### src/rtl/memory_arbiter.sv
// memory_arbiter
// Serialises instruction-fetch and data accesses onto the single-ported unified RAM.
// Data accesses win arbitration, except when an instruction request has been kept
// waiting through STARVE_MAX data completions; then the instruction side goes first.
//
// Ports:
//   CLK, nRST                 clock (rising edge), asynchronous active-low reset
//   iREN, iaddr               instruction read request / address (held until iwait=0)
//   iload, iwait              instruction read data / wait (0 only in completing cycle)
//   dREN, dWEN, daddr, dstore data read/write request, address, write value
//   dload, dwait              data read value / wait (0 only in completing cycle)
//   ramREN, ramWEN            RAM read/write strobes
//   ramaddr, ramstore         RAM address / write data
//   ramload, ramstate         RAM read data / status (0 FREE, 1 BUSY, 2 ACCESS, 3 ERROR)
module memory_arbiter #(
  parameter int unsigned STARVE_MAX = 4
) (
  input  logic        CLK,
  input  logic        nRST,
  input  logic        iREN,
  input  logic [31:0] iaddr,
  output logic [31:0] iload,
  output logic        iwait,
  input  logic        dREN,
  input  logic        dWEN,
  input  logic [31:0] daddr,
  input  logic [31:0] dstore,
  output logic [31:0] dload,
  output logic        dwait,
  output logic        ramREN,
  output logic        ramWEN,
  output logic [31:0] ramaddr,
  output logic [31:0] ramstore,
  input  logic [31:0] ramload,
  input  logic [1:0]  ramstate
);

  localparam logic [1:0] RAM_ACCESS = 2'd2;
  localparam logic [3:0] C_STARVE   = 4'(STARVE_MAX);

  typedef enum logic [1:0] {StIdle, StIacc, StDacc} state_e;

  state_e     r_state;
  logic [3:0] r_scnt;

  logic w_dreq;
  logic w_access;
  logic w_starved;

  assign w_dreq    = dREN | dWEN;
  assign w_access  = (ramstate == RAM_ACCESS);
  assign w_starved = iREN && (r_scnt == C_STARVE);

  always_ff @(posedge CLK or negedge nRST) begin
    if (!nRST) begin
      r_state <= StIdle;
      r_scnt  <= '0;
    end else begin
      case (r_state)
        StIdle: begin
          if (!iREN) r_scnt <= '0;
          if (w_dreq && !w_starved) r_state <= StDacc;
          else if (iREN)            r_state <= StIacc;
        end
        StIacc: begin
          // Completion wins over a same-cycle drop of iREN.
          if (w_access) begin
            r_state <= StIdle;
            r_scnt  <= '0;
          end else if (!iREN) begin
            r_state <= StIdle;
          end
        end
        StDacc: begin
          if (w_access) begin
            r_state <= StIdle;
            if (!iREN)                   r_scnt <= '0;
            else if (r_scnt >= C_STARVE) r_scnt <= C_STARVE;
            else                         r_scnt <= r_scnt + 4'd1;
          end else if (!w_dreq) begin
            // Abort leaves the starvation count untouched.
            r_state <= StIdle;
          end
        end
        default: r_state <= StIdle;
      endcase
    end
  end

  // Strobes and waits follow the registered state directly, so an asynchronous
  // reset drops them immediately.
  always_comb begin
    ramREN   = 1'b0;
    ramWEN   = 1'b0;
    ramaddr  = '0;
    ramstore = '0;
    iload    = '0;
    dload    = '0;
    iwait    = 1'b1;
    dwait    = 1'b1;
    case (r_state)
      StIacc: begin
        ramREN  = 1'b1;
        ramaddr = iaddr;
        iload   = ramload;
        iwait   = ~w_access;
      end
      StDacc: begin
        ramWEN   = dWEN;
        ramREN   = dREN & ~dWEN;
        ramaddr  = daddr;
        ramstore = dstore;
        dload    = ramload;
        dwait    = ~w_access;
      end
      default: ;
    endcase
  end

endmodule

### config.mk
export PLATFORM = sky130hd
export DESIGN_NAME = memory_arbiter
export DESIGN_NICKNAME = d
export VERILOG_FILES = /design/src/rtl/memory_arbiter.sv
export SDC_FILE = /design/constraint.sdc
export NUM_CORES = 1
export LEC_CHECK = 0
export CAP_MARGIN = 0
export CORE_AREA = 2 2 104 106
export DETAILED_ROUTE_END_ITERATION = 12
export DIE_AREA = 0 0 106 108
export GPL_TIMING_DRIVEN = 0
export SYNTH_ARGS = -nofsm -noshare
export SYNTH_HDL_FRONTEND = slang
export SYNTH_SLANG_ARGS = --single-unit
### constraint.sdc
create_clock -name CLK -period 3.7 [get_ports CLK]
set_input_delay 1.11 -clock CLK [delete_from_list [all_inputs] [get_ports CLK]]
set_output_delay 1.11 -clock CLK [all_outputs]
set_load 0.05 [all_outputs]
### Yosys cells after proc, flatten, opt, wreduce, memory -nomap -nowiden

Index checks and enable logic that the tools add are counted.

| word-level totals | value |
|---|---|
| flip-flop bits (word level) | 6 |
| output and inout bits | 132 |
| word-level logic and storage cells | 46 |

| cells by class | value |
|---|---|
| add/sub/neg operators | 1 |
| magnitude comparators | 1 |
| eq/ne operators | 10 |
| muxes and demuxes | 21 |
| bitwise gates (word level) | 4 |
| reduce and logical (&&, ||, !) cells | 7 |

Operator list:

| cell | number |
|---|---|
| two-way mux 32 bit | 3 |
| case mux 32 bit (2 select lines) | 1 |
| two-way mux 4 bit | 5 |
| two-way mux 2 bit | 6 |
| case mux 4 bit (3 select lines) | 1 |
| != test 3 bit, second input constant | 3 |
| != test 2 bit, second input constant | 3 |
| case mux 2 bit (3 select lines) | 1 |
| adder 4 x 1 -> 4 bit, second input constant | 1 |
| equality test 2 bit, second input constant | 2 |
| equality test 4 x 3 -> 1 bit, second input constant | 1 |
| >= comparator 4 x 3 -> 1 bit, second input constant | 1 |
| AND reduction 4 bit | 1 |
| two-way mux 1 bit | 3 |
| AND reduction 3 bit | 1 |
| nonzero test 3 bit | 1 |
| equality test 2 x 1 -> 1 bit, second input constant | 1 |
| logical AND 1 bit | 2 |
| zero test 2 bit | 1 |
| NOT 1 bit | 2 |
| case mux 1 bit (2 select lines) | 1 |
| bitwise AND 1 bit | 1 |
| zero test 1 bit | 1 |
| bitwise OR 1 bit | 1 |

### Depth between registers and ports, before layout

| depth | value |
|---|---|
| depth in word-level cells | 6 |
| gate-level depth with buffers | 7 |
| mapped depth without buffers | 6 |

### Worst setup path after synthesis

No wires, ideal clock.

| timing | value |
|---|---|
| kind | input to output |
| start | input iaddr[12] |
| end | output ramaddr[12] |
| arrival | 1.890 ns |
| required time | 2.590 ns |
| setup slack | 0.700 ns |
| stages on the path | 2 |
| path through | a22oi_1 -> nor2b_1 |

| between the ends | value |
|---|---|
| word-level cells in the longest chain between the ends | 1 |

RTL lines:

| what | line | source |
|---|---|---|
| start: declaration | 21 | `input logic [31:0] iaddr,` |
| case mux 32 bit (2 select lines) | 101 | `case (r_state)` |
| end: declaration | 32 | `output logic [31:0] ramaddr,` |

No other way between the ends.

### Worst setup path after layout

| timing | value |
|---|---|
| start | input ramload[8] |
| end | output dload[8] |

| between the ends | value |
|---|---|
| word-level cells in the longest chain between the ends | 1 |

RTL lines:

| what | line | source |
|---|---|---|
| start: declaration | 34 | `input logic [31:0] ramload,` |
| two-way mux 32 bit | 101 |  |
| end: declaration | 28 | `output logic [31:0] dload,` |

No other way between the ends.

==> results summary <==
The routed length on met1 came out at approximately 3500 µm. The slowest stage of the critical path belongs to the cell sky130_fd_sc_hd__clkdlybuf4s50_1. The post-synthesis cell area came out at approximately 1600 µm². The remaining routing DRC violations is 0. The worst hold path belongs to the class flop to flop. The synthesized flop and latch total is 6. The number of nets at the end of the flow came out at approximately 640.

The standard cell area after detailed placement is around 4400 µm². Summed over all cells, the static leakage comes to 0.00244 µW. The number of max-capacitance violations reported is 0. The root buffer cell is sky130_fd_sc_hd__clkbuf_8. The area occupied by multi-input gates is approximately 1300 µm². Setup repair after global routing left no endpoint under its margin. The number of diodes came out at 0. The final cell area excluding filler cells is between 4000 and 5000 µm².

The core footprint came out at roughly 10000 µm². The worst path arrival time came out at between 2000 and 3000 ps. The depth of the CTS H-tree came out at 1. The clock latency on the worst-skew pair came out at around 220 ps.

The critical path data required time is 2590 ps. The detail-routed net length per standard cell came out at roughly 14 µm. Hold is met by 508 ps. The overall die width is 106 µm. Global routing used 14.0% of the available tracks across all layers.

The start-to-end type of the worst setup path is input port to output port. Counting along the longest clock path gives a buffer depth of 2. STA classifies the critical path endpoint as an output port. Based on the critical path, the design can be clocked at up to between 0.2 and 0.3 GHz. The wire-length estimate of the detail-placed layout is 7720 µm. The number of hold violations in the final report came out at 0. Global routing finished with a remaining overflow of 0. The number of nets with antenna violations after detailed routing came out at 0. The relative max-transition margin is approximately 63%.

The run finished with clean final reports. The via density per instance came out at approximately 4.1. The number of antenna violations at the first check in global routing is 0. The total routed wirelength came out at ~8900 µm. In the finished design, the share of the clock period the worst path needs comes to between 90 and 100%. The area growth from synthesis to layout is 183%. The number of input and output port buffers inserted came out at about 270. On the worst path, the slowest cell contributes a delay of about 800 ps. The number of rows created at floorplan came out at 37.

The total power consumption of the routed design is 3310 µW. The top-level I/O count came out at roughly 270. The worst path meets setup with around 41 ps of slack. Summing the sequential cell areas from Yosys gives 9.40% of the chip area. Wire segments on met3 add up to ~800 µm in the final route. The number of clock buffers added by TritonCTS is 3.

The vertical extent of the die came out at between 100 and 150 µm. The peak supply drop is between 0.3 and 0.4 mV. For the pin with the worst max-slew slack, the measured transition is ~550 ps. The layout cell share with drive strength beyond 1 is between 3 and 4%. The first-pass GRT wire length came out at 13000 µm.

The routability congestion estimate is around 0.80. The count of buffers added by post-CTS timing repair for setup came out at 0. The number of clock sinks is 6. The cell count after synthesis came out at 233. After detailed routing, the met2 layer carries approximately 4400 µm of wire. The detailed router used layers up to and including met4. The mean instance size in the synthesized netlist is between 6 and 7 µm².

In this run the worst path has a maximum fanout of 2. The synthesized netlist contains 27 unique library cells. The power density of the placed cells is 733 nW/µm². The shortest period the worst path allows came out at approximately 3700 ps.

The count of routing violations after the opening detailed-route iteration is 94. The setup skew after layout came out at approximately 2.1 ps. Traced cell by cell, the critical path runs through clkdlybuf4s50_1 > and2_1 > clkdlybuf4s50_1.

The number of warnings issued by yosys is 0. Detailed routing inserted a total of between 2000 and 3000 vias. At the placement stage, the worst setup path has a slack of -376 ps.

The register cell area after layout is about 150 µm². The synthesized netlist net count is between 300 and 400. The number of setup violations in the final report is 0. The floorplan step defined a die boundary enclosing between 10000 and 15000 µm². After clock tree synthesis, the clock-pin slew on the worst setup and hold paths is ~30 ps.

The count of final max-slew check failures came to 0. The maximum number of pins on one net before global-route repair is 11. By instance count, the cell type seen most on the critical path is sky130_fd_sc_hd__clkdlybuf4s50_1. The via count of the first global-routing pass came out at approximately 2700. STA classifies the critical path startpoint as an input port. The initial cell density of the core came out at approximately 16%. The layout has 1027 filler cells.

The TritonCTS clock tree is built. For this run, the detailed router's first-pass iteration total came to 4.
==> cells by family after synthesis <==
logic type,Yosys count,synth area share (%)
AND/OR/NAND/NOR,153,58.5
adder cells (fa/ha/maj),5,3.92
AO/OA/AOI/OAI,40,19.5
buffers and inverters,27,7.44
multiplexers,2,1.25
flip-flops,6,9.40
==> timing repair <==
action | 4_1_cts | 5_1_grt
hold buffers | 0 | 0
hold endpoints to repair | 0 | 0
gates resized for setup | 43 | 36
endpoints found under the setup margin | 41 | 36
==> metrics by stage <==
step,TNS [ps],cells,util (%)
global placement,-1030,635,43.3
detailed placement,-1190,635,43.3
CTS,0,638,43.2
global route,0,638,44.1
floorplan,0,233,-
finish,0,638,44.1
==> cells in the final DEF, fill, tap and decap left out, types with 2 or more instances in the layout <==
cell,netlist,final
sky130_fd_sc_hd__inv_1,5,5
sky130_fd_sc_hd__nand2_1,10,10
sky130_fd_sc_hd__dlymetal6s2s_1,0,36
sky130_fd_sc_hd__clkbuf_1,15,15
sky130_fd_sc_hd__a22oi_1,32,32
sky130_fd_sc_hd__buf_2,5,5
sky130_fd_sc_hd__ha_1,5,5
sky130_fd_sc_hd__nor2_1,5,5
sky130_fd_sc_hd__clkdlybuf4s50_1,0,189
sky130_fd_sc_hd__nor2b_1,32,32
sky130_fd_sc_hd__and2_1,98,98
sky130_fd_sc_hd__mux2i_1,2,2
sky130_fd_sc_hd__dlygate4sd2_1,0,40
sky130_fd_sc_hd__o21ai_0,3,3
sky130_fd_sc_hd__dfrtp_1,6,6
sky130_fd_sc_hd__clkbuf_8,0,3
==> cell usage after synthesis <==
cell / count / area [µm²]
sky130_fd_sc_hd__nand2b_1: 1 / 6.26
sky130_fd_sc_hd__buf_6: 1 / 11.3
sky130_fd_sc_hd__o21ai_1: 1 / 5.00
sky130_fd_sc_hd__nand4b_1: 1 / 8.76
sky130_fd_sc_hd__nor4b_1: 1 / 8.76
sky130_fd_sc_hd__buf_2: 5 / 25.0
sky130_fd_sc_hd__a2bb2oi_2: 1 / 15.0
sky130_fd_sc_hd__nor3_1: 1 / 5.00
sky130_fd_sc_hd__mux2i_1: 2 / 20.0
sky130_fd_sc_hd__o211ai_4: 1 / 21.3
sky130_fd_sc_hd__and2_1: 98 / 613
sky130_fd_sc_hd__nor2_1: 5 / 18.8
sky130_fd_sc_hd__nand2_1: 10 / 37.5
sky130_fd_sc_hd__buf_4: 1 / 7.51
sky130_fd_sc_hd__dfrtp_1: 6 / 150
sky130_fd_sc_hd__o211ai_1: 1 / 7.51
sky130_fd_sc_hd__clkbuf_1: 15 / 56.3
sky130_fd_sc_hd__and2b_1: 1 / 7.51
sky130_fd_sc_hd__nor3_2: 1 / 10.0
sky130_fd_sc_hd__o21ai_0: 3 / 15.0
sky130_fd_sc_hd__or3_4: 1 / 11.3
sky130_fd_sc_hd__a22oi_1: 32 / 240
sky130_fd_sc_hd__nor2b_1: 32 / 200
sky130_fd_sc_hd__inv_1: 5 / 18.8
sky130_fd_sc_hd__o21a_1: 1 / 7.51
sky130_fd_sc_hd__ha_1: 5 / 62.6
sky130_fd_sc_hd__nor2_2: 1 / 6.26
==> registers in the layout (all words and copies together), names as in the netlist <==
register	count
r_scnt	4
r_state	2
==> worst max-delay path, delay by kind of cell <==
family                 cells  cell delay, ps
buffers and inverters      2            1290
and+or+nand+nor            1             140
==> where the power goes <==
group / switching [µW] / total (µW) / internal, µW / leakage (µW)
clock network: 27.5 / 97.4 / 69.8 / 0.0000216
logic: 2060 / 3120 / 1050 / 0.00233
registers: 10.7 / 92.2 / 81.5 / 0.0000808
total: 2100 / 3310 / 1200 / 0.00244
==> path summary, 6_finish.rpt <==
check | cells past startpoint | slack (ps) | endpoint | startpoint
setup reg to reg | 7 | 2120 | r_scnt[0]$_DFFE_PN0P_ | r_state[1]$_DFFE_PN0P_
setup / recovery | 3 | 40 | dload[8] | ramload[8]
max in group asynchronous | 1 | 2350 | r_scnt[0]$_DFFE_PN0P_ | nRST
hold reg to reg | 2 | 510 | r_scnt[1]$_DFFE_PN0P_ | r_scnt[1]$_DFFE_PN0P_
hold / removal | 2 | 510 | r_scnt[1]$_DFFE_PN0P_ | r_scnt[1]$_DFFE_PN0P_
min in group asynchronous | 1 | 1130 | r_scnt[2]$_DFFE_PN0P_ | nRST
==> routing by layer <==
| layer | up-vias | GRT usage, % |
|---|---|---|
| met1 | 1148 | 15.4 |
| met5 | - | 0 |
| met2 | 174 | 26.9 |
| li1 | 1302 | - |
| met4 | 0 | 3.67 |
| met3 | 12 | 3.50 |
==> final cells by class <==
class / instances / share of cell area [%]
Timing Repair Buffer: 266 / 59.9
Tap cell: 136 / 3.77
Multi-Input combinational cell: 200 / 29.4
Sequential cell: 6 / 3.33
Clock buffer: 3 / 0.915
Buffer: 22 / 2.22
Inverter: 5 / 0.416
No activity file was read; power rests on OpenSTA's default activity.
